## config.mk

```make
export PLATFORM = sky130hd
export DESIGN_NAME = junction_controller
export DESIGN_NICKNAME = d
export VERILOG_FILES = /design/src/rtl/junction_controller.sv
export SDC_FILE = /design/constraint.sdc
export NUM_CORES = 1
export LEC_CHECK = 0
export ABC_CLOCK_PERIOD_IN_PS = 2000
export CAP_MARGIN = 20
export CORE_ASPECT_RATIO = 0.9
export CORE_MARGIN = 2
export CORE_UTILIZATION = 30
export DETAILED_ROUTE_END_ITERATION = 8
export PLACE_DENSITY = 0.49
export SLEW_MARGIN = 30
export SYNTH_ARGS = -nofsm -noshare
export SYNTH_HDL_FRONTEND = slang
export SYNTH_SLANG_ARGS = --single-unit
```

## constraint.sdc

```tcl
create_clock -name clk -period 2 [get_ports clk]
set_clock_uncertainty 0.05 [all_clocks]
set_input_delay 0.3 -clock clk [delete_from_list [all_inputs] [get_ports clk]]
set_output_delay 0.3 -clock clk [all_outputs]
set_load 0.02 [all_outputs]
```

## src/rtl/junction_controller.sv

```systemverilog
// junction_controller: two-way junction timing controller (NS / EW light sets)
// with a pedestrian req/ack handshake and an all-red walk phase.
// Optional night flashing-amber mode is built when NIGHT_FLASH_EN is defined
// (adds the `night` input and the FLASH state, phase = 5).
module junction_controller #(
  parameter int unsigned GREEN_TICKS     = 8,
  parameter int unsigned AMBER_TICKS     = 2,
  parameter int unsigned RED_AMBER_TICKS = 2,
  parameter int unsigned ALL_RED_TICKS   = 1,
  parameter int unsigned PED_TICKS       = 6,
  parameter int unsigned CNT_W           = 4
) (
  input  logic       clk,
  input  logic       rst,
  input  logic       enable,
  input  logic       ped_req,
`ifdef NIGHT_FLASH_EN
  input  logic       night,
`endif
  output logic       ped_ack,
  output logic       walk,
  output logic       ns_red,
  output logic       ns_amber,
  output logic       ns_green,
  output logic       ew_red,
  output logic       ew_amber,
  output logic       ew_green,
  output logic [2:0] phase
);

  typedef enum logic [2:0] {
    ST_ALL_RED = 3'd0,
    ST_RA      = 3'd1,
    ST_G       = 3'd2,
    ST_A       = 3'd3,
    ST_PED     = 3'd4
`ifdef NIGHT_FLASH_EN
    ,
    ST_FLASH   = 3'd5
`endif
  } state_t;

  localparam logic [CNT_W-1:0] T_GREEN   = CNT_W'(GREEN_TICKS - 1);
  localparam logic [CNT_W-1:0] T_AMBER   = CNT_W'(AMBER_TICKS - 1);
  localparam logic [CNT_W-1:0] T_RA      = CNT_W'(RED_AMBER_TICKS - 1);
  localparam logic [CNT_W-1:0] T_ALL_RED = CNT_W'(ALL_RED_TICKS - 1);
  localparam logic [CNT_W-1:0] T_PED     = CNT_W'(PED_TICKS - 1);

  state_t           state, state_n;
  logic             dir, dir_n;             // 0 = NS active, 1 = EW active
  logic [CNT_W-1:0] timer, timer_n;
  logic             pending, pending_n;
  logic             after_ped, after_ped_n; // this ALL_RED is the post-walk clearance
  logic             ack_n;
  logic             flash_on, flash_on_n;
  logic [2:0]       act_lamps;              // {red, amber, green} of the active set
  logic [2:0]       ns_n, ew_n;
  logic             walk_n;

  // Next-state, dwell timer and pedestrian request bookkeeping
  always_comb begin
    state_n     = state;
    dir_n       = dir;
    timer_n     = timer;
    after_ped_n = after_ped;
    flash_on_n  = flash_on;
    ack_n       = 1'b0;
    pending_n   = pending | ped_req;
    if (enable) begin
      if (timer != '0) begin
        timer_n = timer - CNT_W'(1);
      end else begin
        case (state)
          ST_ALL_RED: begin
            after_ped_n = 1'b0;
`ifdef NIGHT_FLASH_EN
            if (night) begin
              state_n    = ST_FLASH;
              timer_n    = T_AMBER;
              flash_on_n = 1'b1;
            end else
`endif
            // The clearance right after a walk never serves a new request,
            // so at least one vehicle phase separates two walk phases.
            if (pending && !after_ped) begin
              state_n   = ST_PED;
              timer_n   = T_PED;
              ack_n     = 1'b1;
              pending_n = ped_req;  // a request on the entry edge survives
            end else begin
              state_n = ST_RA;
              timer_n = T_RA;
            end
          end
          ST_RA: begin
            state_n = ST_G;
            timer_n = T_GREEN;
          end
          ST_G: begin
            state_n = ST_A;
            timer_n = T_AMBER;
          end
          ST_A: begin
            state_n = ST_ALL_RED;
            timer_n = T_ALL_RED;
            dir_n   = ~dir;
          end
          ST_PED: begin
            state_n     = ST_ALL_RED;
            timer_n     = T_ALL_RED;
            after_ped_n = 1'b1;
          end
`ifdef NIGHT_FLASH_EN
          ST_FLASH: begin
            timer_n = T_AMBER;
            if (!night) begin
              state_n    = ST_ALL_RED;
              timer_n    = T_ALL_RED;
              flash_on_n = 1'b0;
            end else begin
              flash_on_n = ~flash_on;
            end
          end
`endif
          default: begin
            state_n = ST_ALL_RED;
            timer_n = T_ALL_RED;
          end
        endcase
      end
    end
  end

  // Lamp decode from the next state so the lamp registers track the state register
  always_comb begin
    case (state_n)
      ST_RA:   act_lamps = 3'b110;
      ST_G:    act_lamps = 3'b001;
      ST_A:    act_lamps = 3'b010;
      default: act_lamps = 3'b100;
    endcase
    ns_n   = 3'b100;
    ew_n   = 3'b100;
    walk_n = (state_n == ST_PED);
    if (state_n == ST_RA || state_n == ST_G || state_n == ST_A) begin
      if (dir_n) ew_n = act_lamps;
      else       ns_n = act_lamps;
    end
`ifdef NIGHT_FLASH_EN
    if (state_n == ST_FLASH) begin
      ns_n = {1'b0, flash_on_n, 1'b0};
      ew_n = {1'b0, flash_on_n, 1'b0};
    end
`endif
  end

  // State, timer and registered outputs
  always_ff @(posedge clk or posedge rst) begin
    if (rst) begin
      state     <= ST_ALL_RED;
      dir       <= 1'b0;
      timer     <= T_ALL_RED;
      pending   <= 1'b0;
      after_ped <= 1'b0;
      flash_on  <= 1'b0;
      ped_ack   <= 1'b0;
      walk      <= 1'b0;
      ns_red    <= 1'b1;
      ns_amber  <= 1'b0;
      ns_green  <= 1'b0;
      ew_red    <= 1'b1;
      ew_amber  <= 1'b0;
      ew_green  <= 1'b0;
      phase     <= 3'd0;
    end else begin
      state     <= state_n;
      dir       <= dir_n;
      timer     <= timer_n;
      pending   <= pending_n;
      after_ped <= after_ped_n;
      flash_on  <= flash_on_n;
      ped_ack   <= ack_n;
      walk      <= walk_n;
      {ns_red, ns_amber, ns_green} <= ns_n;
      {ew_red, ew_amber, ew_green} <= ew_n;
      phase     <= state_n;
    end
  end

endmodule

```

Word level (Yosys, flattened, before mapping)
Index checks and enable logic that the tools add are counted.
{"block": "op_classes", "muxes": 24, "add_sub_neg": 1, "mul": 0, "n_eq_ne": 8, "div_mod_pow": 0, "n_bitwise": 3, "shift": 0, "reduce_logical": 8, "n_lt_le_gt_ge": 0}
{"op": "2-to-1 mux 3 bit", "count": 8}
{"op": "one-hot mux 3 bit (3 select lines)", "count": 2}
{"op": "== test 3 x 2 -> 1 bit, second input constant", "count": 4}
{"op": "one-hot mux 4 bit (3 select lines)", "count": 1}
{"op": "2-to-1 mux 1 bit", "count": 11}
{"op": "== test 3 x 1 -> 1 bit, second input constant", "count": 2}
{"op": "== test 3 bit, second input constant", "count": 2}
{"op": "2-to-1 mux 4 bit", "count": 1}
{"op": "nonzero test 4 bit", "count": 1}
{"op": "subtractor 4 x 1 -> 4 bit, second input constant", "count": 1}
{"op": "logical NOT 3 bit", "count": 1}
{"op": "AND reduction 3 bit", "count": 1}
{"op": "logical OR 1 bit", "count": 2}
{"op": "NOT 1 bit", "count": 2}
{"op": "one-hot mux 1 bit (2 select lines)", "count": 1}
{"op": "nonzero test 2 bit", "count": 1}
{"op": "logical AND 1 bit", "count": 1}
{"op": "logical NOT 1 bit", "count": 1}
{"op": "OR 1 bit", "count": 1}
{"block": "totals", "n_memories": 0, "rom_bits": 0, "word_cells": 57, "mem_bits_rw": 0, "output_inout_bits": 11, "inputBits": 4, "register_bits": 18, "latch_bits": 0}

Depth between registers and ports, before layout
Gate-level depths: netlist of the first run.
{"block": "depth", "ltp_word": 10, "mapped_depth": 7, "mapped_depth_nobuf": 6}

Least setup slack after synthesis of the first run
No wires, ideal clock.
{"block": "synth_timing", "kind": "register to register", "startpoint": "register timer[0]", "endpoint": "register after_ped", "path_buffers": 1, "t_arrival_ns": 1.377, "path_stages_with_launch": 7, "setup_slack_ns": 0.446, "synth_period_minus_slack_ns": 1.554, "required_ns": 1.822, "setup_time_ns": 0.128, "cell_sequence": "dfrtp_1 -> inv_1 -> ha_1 -> nand4bb_2 -> buf_6 -> nor3_4 -> mux2_1"}
{"block": "synth_between", "elab_chain_len": 3}
{"element": "from (decl)", "line_no": "51", "source": "logic [CNT_W-1:0] timer, timer_n;"}
{"element": "from (signal assigned)", "line_no": "178", "source": "timer <= timer_n;"}
{"element": "nonzero test 4 bit", "line_no": "70", "source": "if (timer != '0) begin"}
{"element": "NOT 1 bit (no source line)"}
{"element": "AND reduction 3 bit (no source line)"}
{"element": "to (signal assigned)", "line_no": "180", "source": "after_ped <= after_ped_n;"}
{"element": "to (decl)", "line_no": "53", "source": "logic after_ped, after_ped_n;"}
Every way passes these cells.
A chain may end at the register's enable or synchronous reset.

==> results of run 1 <==
metal layers:
| layer | wire [um] | up-vias |
|---|---|---|
| met5 | 0 | - |
| met4 | 26 | 0 |
| met3 | 49 | 4 |
| met2 | 641 | 14 |
| met1 | 824 | 286 |
| li1 | - | 315 |
worst reg2reg max path: stages, from the launching register on:
cell                        delay [ns]
sky130_fd_sc_hd__dfrtp_1          0.41
sky130_fd_sc_hd__inv_1            0.10
sky130_fd_sc_hd__ha_1             0.23
sky130_fd_sc_hd__nand4bb_2        0.20
sky130_fd_sc_hd__buf_4            0.23
sky130_fd_sc_hd__nor2_4           0.11
sky130_fd_sc_hd__a21oi_1          0.06
sky130_fd_sc_hd__nor3_1           0.17
per-stage QoR:
stage          hold WS, ns  total power, W  area, sq um
2_1_floorplan       0.1871        0.001091        863.3
3_3_place_gp        0.4071        0.001351         1071
3_5_place_dp        0.4070        0.001349         1071
4_1_cts             0.2573        0.001546         1097
5_1_grt             0.2683        0.001661         1097
6_report            0.2456        0.001535         1097
power by group through the flow:
| stage | combinational [W] | sequential, W | clock (W) |
|---|---|---|---|
| after floorplan | 0.000403 | 0.000688 | 0 |
| after global placement | 0.000728 | 0.000623 | 0 |
| after detailed placement | 0.000731 | 0.000619 | 0 |
| after CTS | 0.000737 | 0.000611 | 0.000198 |
| after global routing | 0.000816 | 0.000631 | 0.000214 |
| final | 0.000730 | 0.000610 | 0.000195 |
final cells by class:
class                      count  area [sq um]
tap                           40         50.05
inverter                       5         18.77
multi-input combinational     55         371.6
fill                         288          1650
clock buffer                   4         26.28
sequential                    18         452.9
timing repair buffer          19         177.7
cells in the final DEF, fill, tap and decap left out:
cell,instances
sky130_fd_sc_hd__a21boi_0,1
sky130_fd_sc_hd__a21o_1,2
sky130_fd_sc_hd__a21oi_1,5
sky130_fd_sc_hd__a22o_1,1
sky130_fd_sc_hd__a31o_2,1
sky130_fd_sc_hd__and3_1,1
sky130_fd_sc_hd__buf_4,5
sky130_fd_sc_hd__clkbuf_1,1
sky130_fd_sc_hd__clkbuf_4,3
sky130_fd_sc_hd__clkdlybuf4s50_1,14
sky130_fd_sc_hd__dfrtp_1,16
sky130_fd_sc_hd__dfstp_2,2
sky130_fd_sc_hd__ha_1,2
sky130_fd_sc_hd__inv_1,5
sky130_fd_sc_hd__mux2_1,1
sky130_fd_sc_hd__mux2i_1,1
sky130_fd_sc_hd__nand2_1,4
sky130_fd_sc_hd__nand2b_1,6
sky130_fd_sc_hd__nand3_1,2
sky130_fd_sc_hd__nand3b_1,1
sky130_fd_sc_hd__nand4b_1,1
sky130_fd_sc_hd__nand4bb_2,1
sky130_fd_sc_hd__nor2_1,8
sky130_fd_sc_hd__nor2_2,1
sky130_fd_sc_hd__nor2_4,1
sky130_fd_sc_hd__nor2b_1,2
sky130_fd_sc_hd__nor3_1,3
sky130_fd_sc_hd__nor3_4,1
sky130_fd_sc_hd__nor3b_1,1
sky130_fd_sc_hd__nor4_4,1
sky130_fd_sc_hd__o21ai_0,5
sky130_fd_sc_hd__o21ai_1,1
sky130_fd_sc_hd__xor2_1,1
final timing paths:
kind | to | from | cells after the start | slack [ns]
worst min register to register | pending$_DFF_PP0_ | pending$_DFF_PP0_ | 1 | 0.43
worst max-delay path | phase[0] | state[0]$_DFF_PP0_ | 1 | 0.12
worst min-delay path | timer[1]$_DFFE_PP0P_ | rst | 3 | 0.25
worst max register to register | ns_green$_DFF_PP0_ | timer[0]$_DFFE_PP0P_ | 7 | 0.32
min in group clk | pending$_DFF_PP0_ | pending$_DFF_PP0_ | 1 | 0.43
max in group asynchronous | ns_red$_DFF_PP1_ | rst | 3 | 1.37
synthesized netlist by cell type:
| master | count | area [sq um] |
|---|---|---|
| sky130_fd_sc_hd__o21ai_1 | 1 | 5.000 |
| sky130_fd_sc_hd__nand2b_1 | 6 | 37.54 |
| sky130_fd_sc_hd__a21o_1 | 2 | 15.01 |
| sky130_fd_sc_hd__inv_1 | 5 | 18.77 |
| sky130_fd_sc_hd__nand3_1 | 2 | 10.01 |
| sky130_fd_sc_hd__nor4_4 | 1 | 21.27 |
| sky130_fd_sc_hd__clkbuf_1 | 1 | 3.750 |
| sky130_fd_sc_hd__ha_1 | 2 | 25.02 |
| sky130_fd_sc_hd__o21ai_0 | 5 | 25.02 |
| sky130_fd_sc_hd__mux2i_1 | 1 | 10.01 |
| sky130_fd_sc_hd__and3_1 | 1 | 6.260 |
| sky130_fd_sc_hd__nand4b_1 | 1 | 8.760 |
| sky130_fd_sc_hd__a22o_1 | 1 | 8.760 |
| sky130_fd_sc_hd__a31o_2 | 1 | 8.760 |
| sky130_fd_sc_hd__nand2_1 | 4 | 15.01 |
| sky130_fd_sc_hd__nor2_2 | 1 | 6.260 |
| sky130_fd_sc_hd__a21boi_0 | 1 | 7.510 |
| sky130_fd_sc_hd__dfstp_2 | 2 | 52.55 |
| sky130_fd_sc_hd__nor3_4 | 1 | 16.27 |
| sky130_fd_sc_hd__dfrtp_1 | 16 | 400.4 |
| sky130_fd_sc_hd__nor2_1 | 8 | 30.03 |
| sky130_fd_sc_hd__buf_6 | 1 | 11.26 |
| sky130_fd_sc_hd__nor2_4 | 1 | 11.26 |
| sky130_fd_sc_hd__nand3b_1 | 1 | 7.510 |
| sky130_fd_sc_hd__nor2b_1 | 2 | 12.51 |
| sky130_fd_sc_hd__nand4bb_2 | 1 | 16.27 |
| sky130_fd_sc_hd__a21oi_1 | 5 | 25.02 |
| sky130_fd_sc_hd__buf_2 | 1 | 5.000 |
| sky130_fd_sc_hd__nor3b_1 | 1 | 7.510 |
| sky130_fd_sc_hd__xor2_1 | 1 | 8.760 |
| sky130_fd_sc_hd__nor3_1 | 3 | 15.01 |
| sky130_fd_sc_hd__mux2_1 | 1 | 11.26 |
kinds of logic (layout without fill, tap and decap cells):
kind of cell             count (synthesis)  in the layout
AO/OA/AOI/OAI                           16             16
buffers and inverters                    8             28
multiplexers                             2              2
XOR/XNOR                                 1              1
AND/OR/NAND/NOR                         34             34
flip-flops                              18             18
adder cells (fa/ha/maj)                  2              2
==> metrics, run 1 <==
max-slew violation count 0; number of global-route vias before repair 603; Die ar. 3323 sq um; met1 routing resource usage after global routing 0.1613; clock network fraction of design power 0.127; combinational fraction of design power 0.476; Sequential Power Share 0.398; Crit. End Element primary output; count of synthesis-stage warnings from yosys 0; fraction of synthesized area in multiplexers 0.02464; kind of launch point of the worst setup path register; HPWL after detailed placement 1103 um; number of DRC markers after the initial detailed-route iteration 5; simple-gate share of the synthesized area 0.2565; cell-by-cell trace of the critical path clkdlybuf4s50_1; clock latency of the later-clocked register in the worst-skew pair 0.31 ns; overall routed net length 1542 um; average wire per standard cell 10.94 um; # Max-Cap Violations 0; DRC violations left 0; number of sinks on the clock net 18; pin count of the biggest net entering global routing 19; maximum fanout encountered on the critical timing path 10; unrepaired setup endpoints after global routing no; required time at the endpoint of the critical path 1.65 ns; initial cell density of the core 0.3142; Max-slew headroom 0.7662; highest clock rate 532.1 MHz; count of final setup violators 0; Biggest register timer; H-tree levels 1; Die Height 54.89 um; result of the run complete, no violations; total number of vias 619; kind of critical path register to primary output; number of flip-flops in the largest register 4; post-synthesis average cell area 10.66 sq um; CTS tree done; per-cell via count in the routed design 4.390; crit path time final 1.879 ns; cts hold-fix bufs 0; total routing resource utilization after global routing 0.1167; post-cts gate resize count 0; global-route met2 utilization 0.1630; iteration count of the initial detailed-routing pass 4; wire length of the first global-routing pass 2773 um; class of the worst hold path input pin to asynchronous set/reset pin; number of hold violations in the final report 0; largest family of logic cells by synthesized area simple AND/OR/NAND/NOR gates; DP Cell Count 137; total CTS buffers 3; CP bufs+invs 1; net switching fraction of the power 0.3940; Clk pin slew, worst setup/hold paths 0.11 ns; cell area power density 1399 nW/um^2; top flop regs timer: 4 flops, state: 3 flops; number of nets produced by synthesis 87; fin crit share 0.9397; count of distinct cell types in the synthesized netlist 32; Total Nets Final 108; number of buffers added for setup after CTS 0; number of antenna violations at the first check in global routing 0; adder and majority gate portion of the synthesized area 0.02899; Port Buffers 14; CP max stage cell sky130_fd_sc_hd__clkdlybuf4s50_1; design internal power 0.0009304 W; Setup Slack @ Placement 0.2656 ns; sequential-to-total area share from yosys stat 0.5246; P_leak 0.4905 nW; maximum number of buffers from clock root to sink 2; Syn-to-layout area delta 27.10%; critical path arrival 1.53 ns; fraction of the core area covered by cells at the end of the flow 0.3994; cell family with most CP delay buffers and inverters; total standard cell area after synthesis 863.3 sq um; core region area 2748 sq um; remaining antenna violation count after routing 0; compound-cell area share of the yosys netlist 0.1101; total grt overflow 0; non-filler instance count after layout 141; horizontal die dimension 60.55 um; VDD IR max 0.0004349 V; met3 Usage GRT 0.03488; Psw 0.0006049 W; final worst setup slack 0.1205 ns; worst slew pin tran 0.3507 ns; Cell Rows 18; busiest metal layer after global routing met2; Post-Syn Instances 81; routability-driven placement congestion ratio 0.7678; Post-Synth XOR/XNOR Area 0.01014; worst stage delay on the critical path 0.68 ns; CTS Root Cell sky130_fd_sc_hd__clkbuf_4; share of cells above drive strength 1 0.1584; Ant. Diodes 0; Setup TNS Final 0 ns; number of primary I/O pins 15; flip-flop and latch count after synthesis 18
No activity file was read; power rests on OpenSTA's default activity.
==> run 2, diff against run 1 <==
Settings changed: ABC_CLOCK_PERIOD_IN_PS 2000 to 1700, CORE_MARGIN 2 to 3, PLACE_DENSITY 0.49 to 0.51.
Clock period 2 ns to 1.7 ns, I/O delays scaled along.
==> run 2 against run 1 <==
Against the previous run: register-to-register slack worse by 0.22 ns; total power is 22% higher; flip-flop and latch count stayed put; combinational power is 26% higher; routed wire length is 0.32% higher; via count is 0.65% higher; clock-buffer cell count stayed put; largest power group unchanged; clock power is 32% higher; first-iteration DRC count is 60% higher; global-route usage is 1.9 points lower; sequential share of layout area is 1.3 points lower; die area is 7.1% higher.
==> metrics, run 2 (synthesized netlist as in run 1, its figures left out) <==
number of DRC markers after the initial detailed-route iteration 8 (+3); Port Buffers 14 (unchanged); critical path arrival 1.75 ns (+0.22 ns); number of filler instances in the final layout 264 (-8.3%); cell area power density 1651 nW/um^2 (+18%); horizontal die dimension 62.55 um (+3.3%); Crit. End Element register; # Max-Cap Violations 0 (unchanged); clock latency of the later-clocked register in the worst-skew pair 0.29 ns (-0.02 ns); Ant. Diodes 0 (unchanged); class of the worst hold path input pin to asynchronous set/reset pin; number of global-route vias before repair 641 (+6.3%); most used cells in the layout excluding fill and tap cells 16 x sky130_fd_sc_hd__dfrtp_1, 12 x sky130_fd_sc_hd__clkdlybuf4s50_1, 8 x sky130_fd_sc_hd__nor2_1, 8 x sky130_fd_sc_hd__buf_4, 6 x sky130_fd_sc_hd__nand2b_1; Syn-to-layout area delta 31.16%; total number of vias 623 (+0.65%); highest clock rate 625.7 MHz; combinational fraction of design power 0.492 (+0.016); Max-slew headroom 0.7999 (+0.03363); non-filler instance count after layout 142 (+0.71%); average wire per standard cell 10.89 um (-0.38%); DP Cell Count 138 (+0.73%); number of primary I/O pins 15 (unchanged); fraction of the core area covered by cells at the end of the flow 0.4364 (+0.03699); fin crit share 0.9401; Cell Rows 17 (-1); routability-driven placement congestion ratio 0.8435 (+9.9%); Sequential Power Share 0.370 (-0.028); crit path time final 1.598 ns; P_leak 0.5129 nW (+4.6%); CTS Root Cell sky130_fd_sc_hd__clkbuf_4; Die Height 56.89 um (+3.6%); count of final setup violators 0 (unchanged); kind of critical path register to register; unrepaired setup endpoints after global routing no; wire length of the first global-routing pass 2753 um (-0.72%); CP max stage cell sky130_fd_sc_hd__dfrtp_1; Critical Path Start timer[0]$_DFFE_PP0P_; Biggest register timer; post-detailed-placement cell area 1091 sq um (+1.9%); reg-to-reg critical path endpoint ns_green$_DFF_PP0_; cts hold-fix bufs 0 (unchanged); most common library cell in the layout ignoring fill and taps sky130_fd_sc_hd__dfrtp_1; Die ar. 3558 sq um (+7.1%); initial cell density of the core 0.3327 (+0.01848); share of cells above drive strength 1 0.2115 (+0.05312); result of the run complete, no violations; HPWL after detailed placement 1147 um (+4.0%); number of antenna violations at the first check in global routing 0 (unchanged); total CTS buffers 3 (unchanged); DRC violations left 0 (unchanged); net switching fraction of the power 0.3858 (-0.008203); cell area after layout 1132 sq um (+3.2%); source of the worst register-to-register timing path timer[0]$_DFFE_PP0P_; worst stage delay on the critical path 0.40 ns (-0.28 ns); maximum fanout encountered on the critical timing path 9 (-1); number of flip-flops in the largest register 4 (unchanged); worst slew pin tran 0.2971 ns (-0.05359 ns); design internal power 0.001148 W (+23%); clock network fraction of design power 0.138 (+0.011); number of buffers added for setup after CTS 0 (unchanged); Worst setup endpoint ns_green$_DFF_PP0_; CTS tree done; total routing resource utilization after global routing 0.09796 (-0.01878); remaining antenna violation count after routing 0 (unchanged); Pwr Total 0.001870 W (+22%); VDD IR max 0.0006375 V (+47%); overall routed net length 1547 um (+0.32%); cell-by-cell trace of the critical path inv_1, ha_2, nand4bb_2, buf_4, nor2_4, a21oi_1, nor3_2; Clk pin slew, worst setup/hold paths 0.10 ns (about the same); H-tree levels 1 (unchanged); core region area 2595 sq um (-5.6%); Total Nets Final 111 (+2.8%); total grt overflow 0 (unchanged); number of hold violations in the final report 0 (unchanged); per-cell via count in the routed design 4.387 (about the same); top flop regs timer: 4 flops, state: 3 flops; required time at the endpoint of the critical path 1.86 ns (+0.21 ns); iteration count of the initial detailed-routing pass 4 (unchanged); register-to-register setup slack 0.10 ns (-0.22 ns); number of sinks on the clock net 18 (unchanged); Psw 0.0007214 W (+19%); max-slew violation count 0 (unchanged); hold slack 0.2230 ns (-0.02256 ns); pin count of the biggest net entering global routing 19 (unchanged); maximum number of buffers from clock root to sink 2 (unchanged); r2r worst-path depth 7 (unchanged); kind of launch point of the worst setup path register
==> run 2: per-layer routing <==
layer  up-vias  wire, um  track usage
met2        12       637       0.1535
met1       290       810       0.1238
li1        319         -            -
met3         2        68      0.03400
met4         0        31      0.03774
met5         -         0            0
==> run 2: stage by stage <==
| stage | setup slack, ns | TNS, ns |
|---|---|---|
| floorplan | 0.1456 | 0 |
| global placement | 0.07404 | 0 |
| detailed placement | -0.0003175 | -0.0003175 |
| CTS | 0.02769 | 0 |
| global route | 0.01581 | 0 |
| finish | 0.1019 | 0 |
==> run 2: cell type report <==
class,count,area (sq um),share of cell area
clock buffers,4,36.28,0.03204
inverters,5,18.77,0.01657
multi-input cells,55,379.1,0.3348
flip-flops and latches,18,452.9,0.4000
well taps,38,47.55,0.04199
repair buffers,22,197.7,0.1746
==> run 2: worst min-delay path by stage <==
stage	startpoint	endpoint	slack (ns)	cells past startpoint
final	rst	ew_amber$_DFF_PP0_	0.22	3
after floorplan	rst	after_ped$_DFFE_PP0P_	0.14	1
after global routing	rst	pending$_DFF_PP0_	0.26	3
after detailed placement	pending$_DFF_PP0_	pending$_DFF_PP0_	0.42	1
after global placement	pending$_DFF_PP0_	pending$_DFF_PP0_	0.41	1
after CTS	rst	ns_amber$_DFF_PP0_	0.23	3
==> run 2: timing repair <==
| item | 4_1_cts | 5_1_grt |
|---|---|---|
| setup endpoints to repair | 2 | 2 |
| pin swaps | 0 | 0 |
| gates resized for setup | 2 | 2 |
| endpoints found under the hold margin | 0 | 0 |
==> run 2: critical path: cells and delay by family (launching register included) <==
kind                       cells  cell delay, ns
DFF                            1            0.40
and+or+nand+nor                3            0.44
adders and majority gates      1            0.22
AOI/OAI and AO/OA              1            0.07
buffers and inverters          2            0.34
==> run 2: power by group through the flow <==
stage	Combinational (W)	Clock (W)	Sequential, W
floorplan	0.000474	0	0.000810
global placement	0.000921	0	0.000694
detailed placement	0.000924	0	0.000699
CTS	0.000911	0.000275	0.000690
global route	0.00102	0.000290	0.000716
finish	0.000919	0.000258	0.000692
